## config.mk

```make
export PLATFORM = sky130hd
export DESIGN_NAME = conv1_ctrl
export DESIGN_NICKNAME = d
export VERILOG_FILES = /design/src/rtl/conv1_ctrl.sv
export SDC_FILE = /design/constraint.sdc
export NUM_CORES = 1
export LEC_CHECK = 0
export CORE_AREA = 2 2 57 113
export CTS_CLUSTER_DIAMETER = 30
export DETAILED_ROUTE_END_ITERATION = 10
export DIE_AREA = 0 0 59 115
export MAX_ROUTING_LAYER = met4
export PLACE_DENSITY = 0.79
export SETUP_SLACK_MARGIN = 0.1
export SLEW_MARGIN = 20
export SYNTH_ARGS = -nofsm -noshare
export SYNTH_HDL_FRONTEND = slang
export SYNTH_SLANG_ARGS = --single-unit
```

## constraint.sdc

```tcl
create_clock -name clk -period 5.7 [get_ports clk]
set_input_delay 1.71 -clock clk [delete_from_list [all_inputs] [get_ports clk]]
set_output_delay 1.71 -clock clk [all_outputs]
set_load 0.01 [all_outputs]
```

## src/rtl/conv1_ctrl.sv

```systemverilog
// Raster-scan window controller for a FILTER_SIZE x FILTER_SIZE convolution front end.
// Optional build macro: CONV1_CTRL_RELU_EN (clamps negative channel results to zero).
module conv1_ctrl #(
  parameter int unsigned WIDTH       = 28,
  parameter int unsigned HEIGHT      = 28,
  parameter int unsigned FILTER_SIZE = 5
) (
  input  logic               clk,
  input  logic               rst_n,
  input  logic               start,
  input  logic               valid_in,
  output logic               in_ready,
  input  logic signed [11:0] conv_out_1,
  input  logic signed [11:0] conv_out_2,
  input  logic signed [11:0] conv_out_3,
  input  logic               out_ready,
  output logic               valid_out,
  output logic signed [11:0] data_out_1,
  output logic signed [11:0] data_out_2,
  output logic signed [11:0] data_out_3,
  output logic [4:0]         out_row,
  output logic [4:0]         out_col,
  output logic               last_out,
  output logic               busy
);

  localparam int unsigned DW = 12;
  localparam int unsigned OW = 5;
  localparam int unsigned CW = (WIDTH  > 1) ? $clog2(WIDTH)  : 1;
  localparam int unsigned RW = (HEIGHT > 1) ? $clog2(HEIGHT) : 1;

  localparam logic [CW-1:0] COL_LAST = CW'(WIDTH - 1);
  localparam logic [RW-1:0] ROW_LAST = RW'(HEIGHT - 1);
  localparam logic [CW-1:0] COL_MIN  = CW'(FILTER_SIZE - 1);
  localparam logic [RW-1:0] ROW_MIN  = RW'(FILTER_SIZE - 1);

  localparam logic [0:0] IDLE   = 1'b0;
  localparam logic [0:0] ACTIVE = 1'b1;

  typedef struct packed {
    logic signed [DW-1:0] ch1;
    logic signed [DW-1:0] ch2;
    logic signed [DW-1:0] ch3;
    logic [OW-1:0]        row;
    logic [OW-1:0]        col;
    logic                 last;
  } result_t;

  logic [0:0]    state_q, state_d;
  logic [CW-1:0] col_q, col_d;
  logic [RW-1:0] row_q, row_d;
  result_t       res_q, res_d;
  logic          valid_q, valid_d;

  logic accept_c;
  logic hit_c;
  logic frame_end_c;

  // Channel shaping applied as a result is captured.
  function automatic logic signed [DW-1:0] shape(input logic signed [DW-1:0] v);
`ifdef CONV1_CTRL_RELU_EN
    shape = v[DW-1] ? '0 : v;
`else
    shape = v;
`endif
  endfunction

  // Upstream is stalled whenever the result register cannot take a new value.
  assign in_ready    = (state_q == ACTIVE) && (!valid_q || out_ready);
  assign accept_c    = valid_in && in_ready;
  assign hit_c       = accept_c && (row_q >= ROW_MIN) && (col_q >= COL_MIN);
  assign frame_end_c = accept_c && (row_q == ROW_LAST) && (col_q == COL_LAST);

  // State register.
  always_ff @(posedge clk or negedge rst_n) begin
    if (!rst_n) begin
      state_q <= IDLE;
    end else begin
      state_q <= state_d;
    end
  end

  // Next-state logic; start is only honoured from IDLE.
  always_comb begin
    state_d = state_q;
    case (state_q)
      IDLE:    if (start) state_d = ACTIVE;
      ACTIVE:  if (frame_end_c) state_d = IDLE;
      default: state_d = IDLE;
    endcase
  end

  // Raster position of the next pixel to be accepted.
  always_comb begin
    col_d = col_q;
    row_d = row_q;
    if ((state_q == IDLE) && start) begin
      col_d = '0;
      row_d = '0;
    end else if (accept_c) begin
      if (col_q == COL_LAST) begin
        col_d = '0;
        row_d = (row_q == ROW_LAST) ? '0 : row_q + RW'(1);
      end else begin
        col_d = col_q + CW'(1);
      end
    end
  end

  // Result register: a window hit overrides a same-cycle drain.
  always_comb begin
    res_d   = res_q;
    valid_d = valid_q;
    if (hit_c) begin
      res_d.ch1  = shape(conv_out_1);
      res_d.ch2  = shape(conv_out_2);
      res_d.ch3  = shape(conv_out_3);
      res_d.row  = OW'(row_q - ROW_MIN);
      res_d.col  = OW'(col_q - COL_MIN);
      res_d.last = frame_end_c;
      valid_d    = 1'b1;
    end else if (out_ready) begin
      valid_d    = 1'b0;
      res_d.last = 1'b0;
    end
  end

  always_ff @(posedge clk or negedge rst_n) begin
    if (!rst_n) begin
      col_q   <= '0;
      row_q   <= '0;
      res_q   <= '0;
      valid_q <= 1'b0;
    end else begin
      col_q   <= col_d;
      row_q   <= row_d;
      res_q   <= res_d;
      valid_q <= valid_d;
    end
  end

  assign valid_out  = valid_q;
  assign data_out_1 = res_q.ch1;
  assign data_out_2 = res_q.ch2;
  assign data_out_3 = res_q.ch3;
  assign out_row    = res_q.row;
  assign out_col    = res_q.col;
  assign last_out   = res_q.last;
  assign busy       = (state_q == ACTIVE);

endmodule

```

==> impl_metrics.csv, run 1 <==
group,metric,value,unit
run_status,outcome,"completed",
timing,setup_ws,0.906,ns
worst_setup_path,r2r_cells,6,
global_routing,grt_pass1_vias,1939,
route,drt_iter0_markers,123,
clock_network,insertion_delay,0.32,ns
yosys,synth_enable_flop_cells,0,
clock_network,tritoncts,"built",
route,drc,0,
yosys,ys_top_cells_by_area,"dfrtp_1 (57%), mux2_2 (12%), ha_1 (5.8%)",
power,ir_drop,265,µV
worst_setup_path,crit_start,"out_ready",
place,place_hpwl,3800,µm
yosys,synth-seq-area-share,57.0,%
timing,setup_viol,0,
global_routing,grt_max_degree,60,
min_path,hold_path_end,"data_out_1[6]$_DFFE_PN0P_",
timing,rsz0062_at_grt,"no",
yosys,synth.largest_area_cell,"dfrtp_1",
global_routing,overflow,0,
global_routing,grt_pass1_wl,8700,µm
timing,fin_crit,4.79,ns
clock_network,postCtsSetupBuffers,0,
place,dp_slack,0.895,ns
route,wire_per_inst,15.0,µm
worst_setup_path,crit_fanout,6,
clock_network,clk_pin_slew,0.05,ns
route,vias,1899,
worst_setup_path,critPathArrivalTime,3.08,ns
power,leakagePower,1.72,nW
power,power,1.84,mW
worst_setup_path,crit_top_cell,"clkdlybuf4s50_1",
die,die_h,115,µm
place,io_buffers,90,
layout,layout_commonest_cell,"clkdlybuf4s50_1",
yosys,synth_fp_nets,252,
global_routing,track_usage,17.8,%
layout,syn2layout_area_growth,47.2,%
worst_setup_path,crit_slowest_cell,"clkdlybuf4s50_1",
worst_setup_path,rr_endpoint,"data_out_3[1]$_DFFE_PN0P_",
layout,n_antenna_cell,0,
layout,postLayoutCoreUtil,64.6,%
timing,finalHoldViolCount,0,
route,drt_pre_antenna_iters,4,
min_path,min_path_type,"register to register",
yosys,ys_ff_latch,59,
timing,clock_skew,0.00719,ns
yosys,yosys_warnings,0,
yosys,synth_top_area_share,57.0,%
timing,max_freq,209,MHz
timing,final.setup.tns,0,ns
min_path,min_from,"data_out_1[6]$_DFFE_PN0P_",
worst_setup_path,rr_startpoint,"col_q[3]$_DFFE_PN0P_",
yosys,async_reset_ff_share,100,%
yosys,netlist_area,2590,µm²
timing,slew_viol_final,0,
layout,drive_gt1_share,18.9,%
yosys,yosysUniqueCellTypes,35,
clock_network,post_cts_resized,0,
min_path,hold_depth,1,
timing,worstMarginPinSlew,0.715,ns
clock_network,clockBufferDepth,2,
route,wl,5380,µm
yosys,synth_cells,199,
die,core-area,5910,µm²
yosys,ys.flop_type,"dfrtp_1",
die,die_w,59,µm
layout,final_nets,345,
route,vias_per_cell,5.28,
clock_network,cts_inserted_buffers,9,
timing,fin_crit_sh,84.1,%
worst_setup_path,required,3.99,ns
die,ios,91,
yosys,avgSynthCellArea,13.0,µm²
clock_network,cts-root-buf,"clkbuf_16",
worst_setup_path,path_class,"primary input to primary output",
clock_network,htreeDepth,3,
worst_setup_path,path_cells,"clkdlybuf4s50_1 > nand2b_1 > and2_1 > clkdlybuf4s50_1",
layout,final_cell_mix,"clkdlybuf4s50_1 (89), dfrtp_1 (59), mux2_2 (28)",
worst_setup_path,cp_slowest_stage_delay,0.53,ns
worst_setup_path,endpoint_kind,"primary output",
clock_network,hold_buffers,0,
timing,slew_headroom,52.3,%
route,drtAntennaViolNets,0,
worst_setup_path,r2r_slack,3.05,ns
die,start_util,43.9,%
die,num_rows,40,
clock_network,numClockSinks,59,
worst_setup_path,startpoint_type,"primary input",
power,p_per_area,482,nW/µm²
global_routing,antenna_found_initial,0,
die,dieArea,6790,µm²
job,maxCapViolations,0,
place,gp_congestion,0.780,
report_power, final:
group          switching (mW)  internal (mW)
sequential             0.0942          0.578
clock                   0.173          0.345
combinational           0.239          0.411
how the worst max path moves through the flow:
| stage | end | slack (ns) | cells past startpoint |
|---|---|---|---|
| floorplan | in_ready | 1.88 | 2 |
| global placement | in_ready | 0.93 | 4 |
| detailed placement | in_ready | 0.89 | 4 |
| CTS | in_ready | 0.89 | 4 |
| global route | in_ready | 0.85 | 4 |
| finish | in_ready | 0.91 | 4 |
routing by layer:
metal	share of wire, %	global-route usage [%]
met5	0	-
met4	1.2	8.64
met3	8.3	6.30
met2	49	27.3
met1	42	20.2
synth_stat cells (all sizes together) (4+ instances only):
cell type / n
ha: 12
o21ai: 23
clkbuf: 4
dfrtp: 59
nor2: 7
buf: 5
inv: 8
nand3: 5
nand2: 6
mux2: 36
layout make-up:
class / count / area (µm²)
Clock buffer: 10 / 239
Clock inverter: 6 / 55.1
Fill cell: 463 / 2090
Inverter: 8 / 30.0
Multi-Input combinational cell: 123 / 1030
Sequential cell: 59 / 1480
Tap cell: 63 / 78.8
Timing Repair Buffer: 91 / 903
sequential cells by signal, indices dropped and copies added, names as in the netlist:
signal,cells
data_out_2,12
busy,1
last_out,1
col_q,5
valid_out,1
data_out_1,12
out_col,5
out_row,5
data_out_3,12
row_q,5
logic make-up after synthesis:
| logic type | after synthesis | share of synthesized area [%] |
|---|---|---|
| flops | 59 | 57.0 |
| mux | 39 | 18.0 |
| simple gates | 36 | 7.54 |
| compound gates | 34 | 7.78 |
| buf+inv | 17 | 3.24 |
| fa+ha+maj | 12 | 5.80 |
| xor+xnor | 2 | 0.676 |
critical path: cells and delay by family:
family | cells | cell delay [ns]
simple gates | 2 | 0.38
buf+inv | 2 | 1.00
metrics by stage:
step | hold slack [ns] | instance area [µm²] | cells
global route | 0.519 | 3810 | 360
floorplan | 0.538 | 2590 | 199
CTS | 0.503 | 3810 | 360
detailed placement | 0.491 | 3520 | 344
global placement | 0.486 | 3520 | 344
finish | 0.503 | 3810 | 360
(Power assumes the default switching activity.)
==> inputs of run 2 (changes only) <==
- CORE_AREA: 2 2 57 113 -> 2 2 60 119
- DIE_AREA: 0 0 59 115 -> 0 0 62 121
- PLACE_DENSITY: 0.79 -> 0.75
- clock period: 5.7 -> 4.38 ns (I/O delays scaled with it)
==> impl_metrics.csv, run 2 (synthesized netlist as in run 1, its figures left out) <==
group,metric,value,unit
run_status,outcome,"completed",
die,die_h,121,µm
timing,setup_viol,0,
die,dieArea,7500,µm²
power,leakagePower,1.70,nW
layout,n_antenna_cell,0,
clock_network,numClockSinks,59,
layout,drive_gt1_share,19.1,%
global_routing,grt_pass1_vias,1970,
timing,final.setup.tns,0,ns
timing,rsz0062_at_grt,"no",
route,wl,5750,µm
power,clock_power_share,27.0,%
layout,final_cell_mix,"clkdlybuf4s50_1 (89), dfrtp_1 (59), mux2_2 (28)",
worst_setup_path,crit_fanout,2,
route,drc,0,
clock_network,hold_buffers,0,
layout,layout_commonest_cell,"clkdlybuf4s50_1",
clock_network,cts-root-buf,"clkbuf_16",
timing,fin_crit_sh,91.2,%
clock_network,cts_inserted_buffers,9,
global_routing,grt_pass1_wl,9160,µm
timing,max_freq,250,MHz
place,post-place-cells,370,
power,p_int,1.68,mW
timing,fin_crit,4.00,ns
job,maxCapViolations,0,
power,p_per_area,610,nW/µm²
die,ios,91,
route,wire_per_inst,14.9,µm
global_routing,antenna_found_initial,0,
worst_setup_path,path_class,"primary input to primary output",
clock_network,postCtsSetupBuffers,0,
worst_setup_path,required,3.07,ns
route,vias,1870,
timing,slew_viol_final,0,
power,p_sw,0.661,mW
clock_network,insertion_delay,0.32,ns
die,num_rows,42,
power,p_sw_share,28.2,%
layout,multi_input_area,1030,µm²
global_routing,overflow,0,
global_routing,track_usage,16.8,%
worst_setup_path,crit_slowest_cell,"clkdlybuf4s50_1",
route,drtAntennaViolNets,0,
clock_network,clockBufferDepth,2,
power,ir_drop,233,µV
timing,fin_hold_ws,0.499,ns
worst_setup_path,endpoint_kind,"primary output",
route,drt_iter0_markers,89,
worst_setup_path,startpoint_type,"primary input",
worst_setup_path,critPathArrivalTime,2.68,ns
layout,syn2layout_area_growth,48.3,%
place,dp_slack,0.407,ns
timing,setup_ws,0.385,ns
timing,finalHoldViolCount,0,
global_routing,grt_max_degree,50,
route,drt_pre_antenna_iters,4,
power,p_comb_share,36.0,%
timing,worstMarginPinSlew,0.645,ns
place,gp_congestion,0.722,
layout,instances_no_fill,386,
timing,clock_skew,0.00569,ns
clock_network,tritoncts,"built",
clock_network,post_cts_resized,0,
worst_setup_path,path_cells,"clkdlybuf4s50_1 > nand2b_1 > and2_1 > clkdlybuf4s50_1",
layout,final_nets,346,
place,io_buffers,90,
layout,seqCellArea,1480,µm²
route,vias_per_cell,4.84,
timing,slew_headroom,57.0,%
clock_network,clk_pin_slew,0.05,ns
layout,nFillCells,529,
die,die_w,62,µm
clock_network,htreeDepth,3,
power,power_frac_seq,37.0,%
min_path,min_path_type,"register to register",
worst_setup_path,crit_top_cell,"clkdlybuf4s50_1",
place,place_hpwl,4220,µm
worst_setup_path,cp_slowest_stage_delay,0.53,ns
die,core-area,6570,µm²
die,start_util,39.4,%
## run 2: metrics by stage
step / power, mW / cell area, µm² / utilization [%]
6_report: 2.34 / 3840 / 58.5
5_1_grt: 2.50 / 3840 / 58.5
4_1_cts: 2.38 / 3840 / 58.4
3_5_place_dp: 1.73 / 3560 / 54.2
3_3_place_gp: 1.70 / 3560 / 54.2
2_1_floorplan: 1.24 / 2590 / -
## run 2: final cells by class
class                      count  area share, %
multi-input combinational    123           26.8
tap                           88           2.87
clock inverter                 6           1.08
clock buffer                  10           6.22
inverter                       8          0.782
timing repair buffer          92           23.8
sequential                    59           38.4
## run 2: metal layers
layer | GRT usage, % | share of wire (%) | vias up
li1 | - | - | 888
met1 | 17.0 | 33 | 898
met2 | 28.6 | 56 | 67
met3 | 4.16 | 6.9 | 17
met4 | 7.85 | 3.8 | 0
met5 | - | 0 | -
## run 2: worst max-delay path, delay by kind of cell
kind	cells	cell delay (ns)
buf+inv	2	1.03
simple gates	2	0.34
## run 2: final timing paths
path / slack (ns) / depth (start not counted) / from / end
worst max register to register: 1.73 / 6 / col_q[3]$_DFFE_PN0P_ / data_out_1[10]$_DFFE_PN0P_
worst max-delay path: 0.38 / 4 / out_ready / in_ready
min in group asynchronous: 1.02 / 1 / rst_n / data_out_3[10]$_DFFE_PN0P_
worst min-delay path: 0.50 / 2 / out_col[0]$_DFFE_PN0P_ / out_col[0]$_DFFE_PN0P_
worst min register to register: 0.50 / 2 / out_col[0]$_DFFE_PN0P_ / out_col[0]$_DFFE_PN0P_
max in group asynchronous: 2.76 / 2 / rst_n / data_out_2[3]$_DFFE_PN0P_
## run 2: power by group through the flow
| stage | clock network (mW) | logic [mW] | registers (mW) |
|---|---|---|---|
| floorplan | 0 | 0.279 | 0.957 |
| global placement | 0 | 0.840 | 0.862 |
| detailed placement | 0 | 0.856 | 0.878 |
| CTS | 0.649 | 0.861 | 0.869 |
| global route | 0.672 | 0.931 | 0.894 |
| finish | 0.632 | 0.844 | 0.867 |
